### config.mk
export PLATFORM = sky130hd
export DESIGN_NAME = bit_serial_subtractor
export DESIGN_NICKNAME = d
export VERILOG_FILES = /design/src/rtl/serial_arith_pkg.sv /design/src/rtl/one_bit_full_subtractor.sv /design/src/rtl/bit_serial_subtractor.sv
export SDC_FILE = /design/constraint.sdc
export NUM_CORES = 1
export LEC_CHECK = 0
export CORE_ASPECT_RATIO = 1.25
export CORE_MARGIN = 3
export CORE_UTILIZATION = 55
export CTS_CLUSTER_DIAMETER = 200
export DETAILED_ROUTE_END_ITERATION = 16
export PLACE_DENSITY = 0.83
export SYNTH_ARGS = -nofsm -noshare
export SYNTH_HDL_FRONTEND = slang
export SYNTH_SLANG_ARGS = --single-unit
### constraint.sdc
create_clock -name clk -period 4.6 [get_ports clk]
set_clock_uncertainty 0.1 [all_clocks]
set_input_delay 0.92 -clock clk [delete_from_list [all_inputs] [get_ports clk]]
set_output_delay 0.92 -clock clk [all_outputs]
set_load 0.02 [all_outputs]
### src/rtl/serial_arith_pkg.sv
// Shared types and defaults for the serial arithmetic blocks.
package serial_arith_pkg;

    localparam int SERIAL_SUB_WIDTH = 8;

    typedef enum logic [1:0] {
        IDLE  = 2'd0,
        SHIFT = 2'd1,
        DONE  = 2'd2
    } state_t;

endpackage

### src/rtl/one_bit_full_subtractor.sv
// Combinational one-bit full subtractor: d = x - y - bin, with borrow-out.
module one_bit_full_subtractor (
    input  logic x,
    input  logic y,
    input  logic bin,
    output logic d,
    output logic bout
);

    assign d    = x ^ y ^ bin;
    assign bout = (~x & y) | (~(x ^ y) & bin);

endmodule

### src/rtl/bit_serial_subtractor.sv
// Bit-serial subtractor: diff = a - b - bin, one bit per clock, LSB first.
// Optional signed-overflow output enabled by defining SERIAL_SUB_OVF_EN.
module bit_serial_subtractor
    import serial_arith_pkg::*;
#(
    parameter int WIDTH = SERIAL_SUB_WIDTH
) (
    input  logic             clk,
    input  logic             rst_n,
    input  logic             in_valid,
    output logic             in_ready,
    input  logic [WIDTH-1:0] a,
    input  logic [WIDTH-1:0] b,
    input  logic             bin,
    output logic             out_valid,
    input  logic             out_ready,
    output logic [WIDTH-1:0] diff,
    output logic             bout,
    output logic             ovf
);

    localparam int CNT_W = $clog2(WIDTH);

    state_t             state_r;
    state_t             state_nx_s;
    logic [WIDTH-1:0]   a_sr_r;
    logic [WIDTH-1:0]   b_sr_r;
    logic [WIDTH-2:0]   diff_sr_r;
    logic [CNT_W-1:0]   cnt_r;
    logic               brw_r;
    logic               in_ready_r;
    logic               out_valid_r;
    logic [WIDTH-1:0]   diff_r;
    logic               bout_r;
    logic               d_s;
    logic               brw_nx_s;
    logic               accept_s;
    logic               last_s;
    logic [WIDTH-1:0]   diff_nx_s;

    one_bit_full_subtractor u_fs (
        .x    (a_sr_r[0]),
        .y    (b_sr_r[0]),
        .bin  (brw_r),
        .d    (d_s),
        .bout (brw_nx_s)
    );

    assign accept_s  = in_valid & in_ready_r;
    assign last_s    = (cnt_r == CNT_W'(WIDTH - 1));
    assign diff_nx_s = {d_s, diff_sr_r};

    // Next-state logic for the IDLE/SHIFT/DONE sequencer.
    always_comb begin
        state_nx_s = state_r;
        case (state_r)
            IDLE: begin
                if (accept_s) state_nx_s = SHIFT;
                else          state_nx_s = IDLE;
            end
            SHIFT: begin
                if (last_s) state_nx_s = DONE;
                else        state_nx_s = SHIFT;
            end
            DONE: begin
                if (out_ready) state_nx_s = IDLE;
                else           state_nx_s = DONE;
            end
            default: state_nx_s = IDLE;
        endcase
    end

    // State register with handshake flags registered from the next state.
    always_ff @(posedge clk or negedge rst_n) begin
        if (!rst_n) begin
            state_r     <= IDLE;
            in_ready_r  <= 1'b1;
            out_valid_r <= 1'b0;
        end else begin
            state_r     <= state_nx_s;
            in_ready_r  <= (state_nx_s == IDLE);
            out_valid_r <= (state_nx_s == DONE);
        end
    end

    // Operand shift registers, borrow flop, bit counter and result capture.
    always_ff @(posedge clk or negedge rst_n) begin
        if (!rst_n) begin
            a_sr_r    <= {WIDTH{1'b0}};
            b_sr_r    <= {WIDTH{1'b0}};
            diff_sr_r <= {(WIDTH-1){1'b0}};
            cnt_r     <= {CNT_W{1'b0}};
            brw_r     <= 1'b0;
            diff_r    <= {WIDTH{1'b0}};
            bout_r    <= 1'b0;
        end else begin
            case (state_r)
                IDLE: begin
                    if (accept_s) begin
                        a_sr_r <= a;
                        b_sr_r <= b;
                        brw_r  <= bin;
                        cnt_r  <= {CNT_W{1'b0}};
                    end
                end
                SHIFT: begin
                    a_sr_r    <= {1'b0, a_sr_r[WIDTH-1:1]};
                    b_sr_r    <= {1'b0, b_sr_r[WIDTH-1:1]};
                    diff_sr_r <= diff_nx_s[WIDTH-1:1];
                    brw_r     <= brw_nx_s;
                    // Counter parks on the last bit rather than wrapping.
                    if (last_s) begin
                        diff_r <= diff_nx_s;
                        bout_r <= brw_nx_s;
                    end else begin
                        cnt_r <= cnt_r + CNT_W'(1);
                    end
                end
                DONE: begin
                    diff_r <= diff_r;
                end
                default: begin
                    brw_r <= 1'b0;
                end
            endcase
        end
    end

`ifdef SERIAL_SUB_OVF_EN
    logic a_msb_r;
    logic b_msb_r;
    logic ovf_r;

    // Signed overflow: operand signs differ and the result sign differs from a.
    always_ff @(posedge clk or negedge rst_n) begin
        if (!rst_n) begin
            a_msb_r <= 1'b0;
            b_msb_r <= 1'b0;
            ovf_r   <= 1'b0;
        end else begin
            if (state_r == IDLE && accept_s) begin
                a_msb_r <= a[WIDTH-1];
                b_msb_r <= b[WIDTH-1];
            end
            if (state_r == SHIFT && last_s) begin
                ovf_r <= (a_msb_r != b_msb_r) && (d_s != a_msb_r);
            end
        end
    end

    assign ovf = ovf_r;
`else
    assign ovf = 1'b0;
`endif

    assign in_ready  = in_ready_r;
    assign out_valid = out_valid_r;
    assign diff      = diff_r;
    assign bout      = bout_r;

endmodule
==> flow_metrics.py, run 1 <==
metrics = {
    "run_status": {
        "status": "finished clean",
    },
    "synthesis": {
        "seq_area_frac_synth_pct": 55.4,
        "yosys.area.top_type": "dfrtp_1",
        "syn_nets": 170,
        "synth_ff_type": "dfrtp_1",
        "synth.ff_latch_count": 40,
        "synth_async_sr_flop_share_pct": 100,
        "postSynthCellCount": 146,
        "syn_area_per_cell_um2": 12.4,
        "synth_edf_count": 0,
        "synth.area.top_cells": "dfrtp_1, mux2_2, mux2i_1",
        "synthDominantCellAreaShare_pct": 54.0,
        "syn-cell-area_mm2": 0.00181,
        "ys_warn_count": 0,
        "ys_types": 32,
    },
    "die": {
        "initial_core_util_pct": 59.2,
        "core_mm2": 0.00306,
        "dieArea_mm2": 0.00402,
        "die_h_um": 70.1,
        "rows": 22,
        "io_pins": 33,
        "die_w_um": 57.3,
    },
    "worst_hold_path": {
        "hold_end": "bout$_DFFE_PN0P_",
        "min_from": "bout$_DFFE_PN0P_",
        "holdPathStages": 2,
        "holdCritPathClass": "flip-flop to flip-flop",
    },
    "critical_path": {
        "rr_startpoint": "cnt_r[0]$_DFFE_PN0P_",
        "arrival_ns": 1.54,
        "path_class": "flip-flop to output pin",
        "crit_buf_inv": 1,
        "startpoint_type": "flip-flop",
        "end_kind": "output pin",
        "r2r_cells": 4,
        "crit_family": "buffers and inverters",
        "cp.depth": 1,
        "crit_chain": "clkdlybuf4s50_1",
        "r2r_end": "diff[4]$_DFFE_PN0P_",
        "reg2reg_slack_ns": 2.58,
        "slowest_stage": "clkdlybuf4s50_1",
        "cp.required_ns": 3.58,
        "crit_path_max_incr_delay_ns": 0.61,
        "cp_max_fo": 4,
    },
    "flow_run": {
        "cap_viol_max_count": 0,
    },
    "timing": {
        "fmax_ghz": 0.390,
        "fin_crit_ns": 2.56,
        "max_slew_margin_pct": 43.2,
        "hold_violations": 0,
        "rsz0062_at_grt": "false",
        "setup-tns-final_ns": 0,
        "setup_violations": 0,
        "fin_ws_ns": 2.04,
        "tightest_slew_ns": 0.852,
        "period_share_pct": 55.7,
        "finalMaxSlewViolations": 0,
    },
    "clocking": {
        "cts_tree": "yes",
        "clock-sinks": 40,
        "post_cts_buffers": 0,
        "cts_buffers": 5,
        "cts_htree_levels": 2,
        "cts.clk_slew.worst_paths_ns": 0.11,
        "cts_hold_buf": 0,
        "clock_tree.root_cell": "clkbuf_4",
        "clock_latency_ns": 0.34,
        "cts.repair.resized": 0,
        "clockBufferDepth": 2,
    },
    "place": {
        "io_buffer_count": 31,
        "dp.final_hpwl_um": 2330,
        "pre_cts_ws_ns": 1.73,
        "placed_cells": 202,
        "place_congestion": 0.701,
    },
    "detailed_routing": {
        "wirelength_um": 3240,
        "antenna_left": 0,
        "firstDrtPassIters": 5,
        "wl_per_cell_um": 15.4,
        "num_vias": 1175,
        "vias_per_cell": 5.60,
        "drcViolationCount": 0,
        "drt_iter0_drc": 34,
    },
    "global_routing": {
        "grt_util_all_layers_pct": 18.1,
        "antenna_found_initial": 0,
        "grt_pass1_wl_um": 5600,
        "grt_pass1_vias": 1176,
        "overflow": 0,
        "grt_max_degree": 41,
    },
    "pwr": {
        "seqPwrFrac_pct": 43.3,
        "p_total_mw": 1.44,
        "vdd_drop_max_uv": 407,
        "leakage_nw": 0.971,
        "combPwrFrac_pct": 44.3,
        "p_sw_share_pct": 36.2,
        "p_int_mw": 0.919,
        "pwr-share-clk_pct": 12.4,
        "cellPowerDensity_mw_per_mm2": 679,
        "power_switching_mw": 0.522,
    },
    "finish": {
        "regArea_mm2": 0.00100,
        "nFillCells": 228,
        "fin_cells": 210,
        "final_common_cell": "dfrtp_1",
        "layout_common_cells": "dfrtp_1, clkdlybuf4s50_1, o21ai_0, mux2_2, mux2i_1",
        "fin_nets": 197,
        "drive_above_1_share_pct": 14.9,
        "areaGrowthSynthToFinish_pct": 17.4,
        "multi_input_area_um2": 697,
        "n_antenna_cell": 0,
    },
}
cells in the mapped netlist, types with 2 or more instances:
master and number:
dfrtp_1 39, buf_6 3, clkbuf_1 2, buf_8 2, nor2_1 2, ha_1 2
o2bb2ai_1 3, buf_2 2, nand2_1 6, inv_1 4, mux2i_1 15, mux2_2 15
o21ai_1 14, o21ai_0 16, a21oi_1 3, nor3b_1 2
state kept, by name, summed over array words and instances, names as in the netlist:
signal	flops
brw_r	1
diff_sr_r	7
bout	1
state_r	2
diff	8
out_valid	1
a_sr_r	8
b_sr_r	8
cnt_r	3
in_ready	1
power groups by stage:
stage	Combinational (mW)	Clock, mW	Sequential, mW
floorplan	0.472	0	0.651
global placement	0.615	0	0.623
detailed placement	0.647	0	0.635
CTS	0.649	0.185	0.626
global route	0.700	0.205	0.647
finish	0.638	0.178	0.624
metrics by stage:
stage / hold WS, ns / area (µm²) / utilization [%]
global route: 0.439 / 2120 / 69.5
finish: 0.409 / 2120 / 69.5
detailed placement: 0.390 / 2060 / 67.6
floorplan: 0.366 / 1810 / -
global placement: 0.367 / 2060 / 67.6
CTS: 0.413 / 2120 / 69.5
worst max path at each step:
stage	start	end	slack, ns
floorplan	cnt_r[0]$_DFFE_PN0P_	diff[2]$_DFFE_PN0P_	2.81
global placement	in_valid	in_ready$_DFF_PN1_	1.80
detailed placement	in_valid	a_sr_r[6]$_DFFE_PN0P_	1.73
CTS	in_ready$_DFF_PN1_	in_ready	2.02
global route	in_valid	in_ready$_DFF_PN1_	1.98
finish	in_ready$_DFF_PN1_	in_ready	2.04
cell families after synthesis:
family | count (synthesis) | synth area share (%)
mux | 31 | 18.3
buf+inv | 15 | 6.02
other cells | 1 | 0.207
compound gates | 40 | 12.4
fa+ha+maj | 3 | 2.49
flops | 40 | 55.4
simple gates | 16 | 5.19
metal layers:
layer	vias up	wire, µm	GRT usage, %
met5	-	0	0
met2	33	1640	29.4
met3	5	175	4.99
met1	570	1390	23.0
li1	567	-	-
met4	0	44	6.19
layout make-up:
cell class / count / share of cell area (%)
sequential: 40 / 47.2
tap: 36 / 2.12
multi-input combinational: 91 / 32.8
inverter: 4 / 0.707
timing repair buffer: 31 / 14.4
clock buffer: 8 / 2.77
tightest hold or removal path, stage by stage (launching register included):
cell and delay, ns:
dfrtp_1 0.37, nand2_1 0.05, o21ai_0 0.06
Power figures use the tool's default switching activity.
==> inputs of run 2 (changes only) <==
--- a/config.mk
+++ b/config.mk
@@ -7,10 +7,10 @@
 export LEC_CHECK = 0
 export CORE_ASPECT_RATIO = 1.25
 export CORE_MARGIN = 3
-export CORE_UTILIZATION = 55
+export CORE_UTILIZATION = 46
 export CTS_CLUSTER_DIAMETER = 200
 export DETAILED_ROUTE_END_ITERATION = 16
-export PLACE_DENSITY = 0.83
+export PLACE_DENSITY = 0.74
 export SYNTH_ARGS = -nofsm -noshare
 export SYNTH_HDL_FRONTEND = slang
 export SYNTH_SLANG_ARGS = --single-unit
==> constraint.sdc (replaced) <==
create_clock -name clk -period 2.1 [get_ports clk]
set_clock_uncertainty 0.1 [all_clocks]
set_input_delay 0.42 -clock clk [delete_from_list [all_inputs] [get_ports clk]]
set_output_delay 0.42 -clock clk [all_outputs]
set_load 0.02 [all_outputs]
==> flow_metrics.py, run 2 (same netlist as run 1, synthesis figures left out) <==
metrics = {
    "detailed_routing": {
        "wl_met2_um": 1740,
        "antenna_left": 0,
        "firstDrtPassIters": 4,
        "drt-met1-wl_um": 1460,
        "routed.top_layer": "met4",
        "num_vias": 1216,
        "vias_per_cell": 5.22,
        "drt_iter0_drc": 47,
        "wl_met3_um": 164,
        "wirelength_um": 3390,
        "wl_per_cell_um": 14.6,
        "drcViolationCount": 0,
    },
    "timing": {
        "fmax_ghz": 0.503,
        "setup_violations": 0,
        "fin_crit_ns": 1.99,
        "setup-tns-final_ns": 0,
        "rsz0062_at_grt": "false",
        "period_share_pct": 94.7,
        "hold_violations": 0,
        "finalMaxSlewViolations": 0,
    },
    "pwr": {
        "vdd_drop_max_uv": 716,
        "leakage_nw": 1.03,
        "cellPowerDensity_mw_per_mm2": 1540,
    },
    "global_routing": {
        "grt_pass1_vias": 1208,
        "grt_max_degree": 41,
        "grt_pass1_wl_um": 5710,
        "overflow": 0,
        "antenna_found_initial": 0,
        "grt_util_all_layers_pct": 15.6,
    },
    "critical_path": {
        "rr_startpoint": "cnt_r[0]$_DFFE_PN0P_",
        "crit_path_max_incr_delay_ns": 0.61,
        "crit_family": "buffers and inverters",
        "crit_chain": "clkdlybuf4s50_1",
        "arrival_ns": 1.47,
        "path_class": "flip-flop to output pin",
        "cp-startpoint": "in_ready$_DFF_PN1_",
        "slowest_stage": "clkdlybuf4s50_1",
        "cp.required_ns": 1.58,
        "cp_max_fo": 4,
        "startpoint_type": "flip-flop",
        "crit_buf_inv": 1,
        "end_kind": "output pin",
    },
    "die": {
        "dieArea_mm2": 0.00472,
        "io_pins": 33,
        "core_mm2": 0.00363,
        "die_w_um": 62.1,
        "die_h_um": 76.1,
        "initial_core_util_pct": 49.8,
        "rows": 24,
    },
    "clocking": {
        "clockBufferDepth": 2,
        "cts.repair.resized": 0,
        "cts_tree": "yes",
        "post_cts_buffers": 0,
        "clock_tree.root_cell": "clkbuf_8",
        "cts_buffers": 5,
        "clock_latency_ns": 0.29,
        "clock-sinks": 40,
        "cts_htree_levels": 2,
        "cts.clk_slew.worst_paths_ns": 0.08,
        "cts_hold_buf": 0,
    },
    "worst_hold_path": {
        "holdCritPathClass": "primary input to asynchronous set/reset pin",
    },
    "finish": {
        "n_antenna_cell": 0,
        "final_common_cell": "dfrtp_1",
        "layout_common_cells": "dfrtp_1, clkdlybuf4s50_1, o21ai_0, mux2_2, mux2i_1",
        "fin_nets": 204,
        "drive_above_1_share_pct": 18.8,
        "areaGrowthSynthToFinish_pct": 24.8,
        "final_core_utilization_pct": 62.1,
    },
    "place": {
        "place_congestion": 0.795,
        "io_buffer_count": 31,
        "dp.final_hpwl_um": 2410,
    },
    "flow_run": {
        "cap_viol_max_count": 0,
    },
    "run_status": {
        "status": "finished clean",
    },
}
## run 2: cell types whose count changed in the layout (fill, tap and decap cells not counted), sizes merged
cell    delta
clkbuf     -2
clkinv     +1
buf        +7
bufinv     +1
## run 2: area by class of cell
cell class | instances | area (µm²)
multi-input combinational | 91 | 697
timing repair buffer | 38 | 370
fill | 305 | 1380
tap | 52 | 65.1
clock inverter | 2 | 35.0
clock buffer | 6 | 72.6
inverter | 4 | 15.0
sequential | 40 | 1000
## run 2: metal layers
metal,up-vias,GRT usage [%]
li1,578,-
met1,599,22.1
met2,36,23.9
met3,3,4.24
met4,0,3.18
met5,-,0
## run 2: path summary, 6_finish.rpt
| check | to | slack [ns] | depth (start not counted) |
|---|---|---|---|
| worst max register to register | diff[3]$_DFFE_PN0P_ | 0.31 | 5 |
| max in group asynchronous | in_ready$_DFF_PN1_ | 1.46 | 2 |
| worst min-delay path | diff[5]$_DFFE_PN0P_ | 0.07 | 2 |
| min in group clk | diff[4]$_DFFE_PN0P_ | 0.39 | 1 |
| worst max-delay path | in_ready | 0.11 | 1 |
| worst min register to register | diff[4]$_DFFE_PN0P_ | 0.39 | 1 |
## run 2: power breakdown
| group | total, mW | internal (mW) | leakage [nW] | switching (mW) |
|---|---|---|---|---|
| clock network | 0.604 | 0.352 | 0.0552 | 0.251 |
| registers | 1.36 | 1.13 | 0.497 | 0.230 |
| logic | 1.52 | 0.800 | 0.481 | 0.717 |
| total | 3.49 | 2.29 | 1.03 | 1.20 |
## run 2: stage by stage
stage / hold slack, ns / cells / cell area, µm² / setup WS (ns) / total power, mW
CTS: 0.0898 / 233 / 2260 / 0.0896 / 3.54
finish: 0.0747 / 233 / 2260 / 0.111 / 3.49
global route: 0.120 / 233 / 2260 / 0.0716 / 3.74
global placement: 0.370 / 225 / 2150 / 0.326 / 2.82
floorplan: 0.0244 / 146 / 1810 / 0.314 / 2.46
detailed placement: 0.380 / 225 / 2150 / 0.257 / 2.91
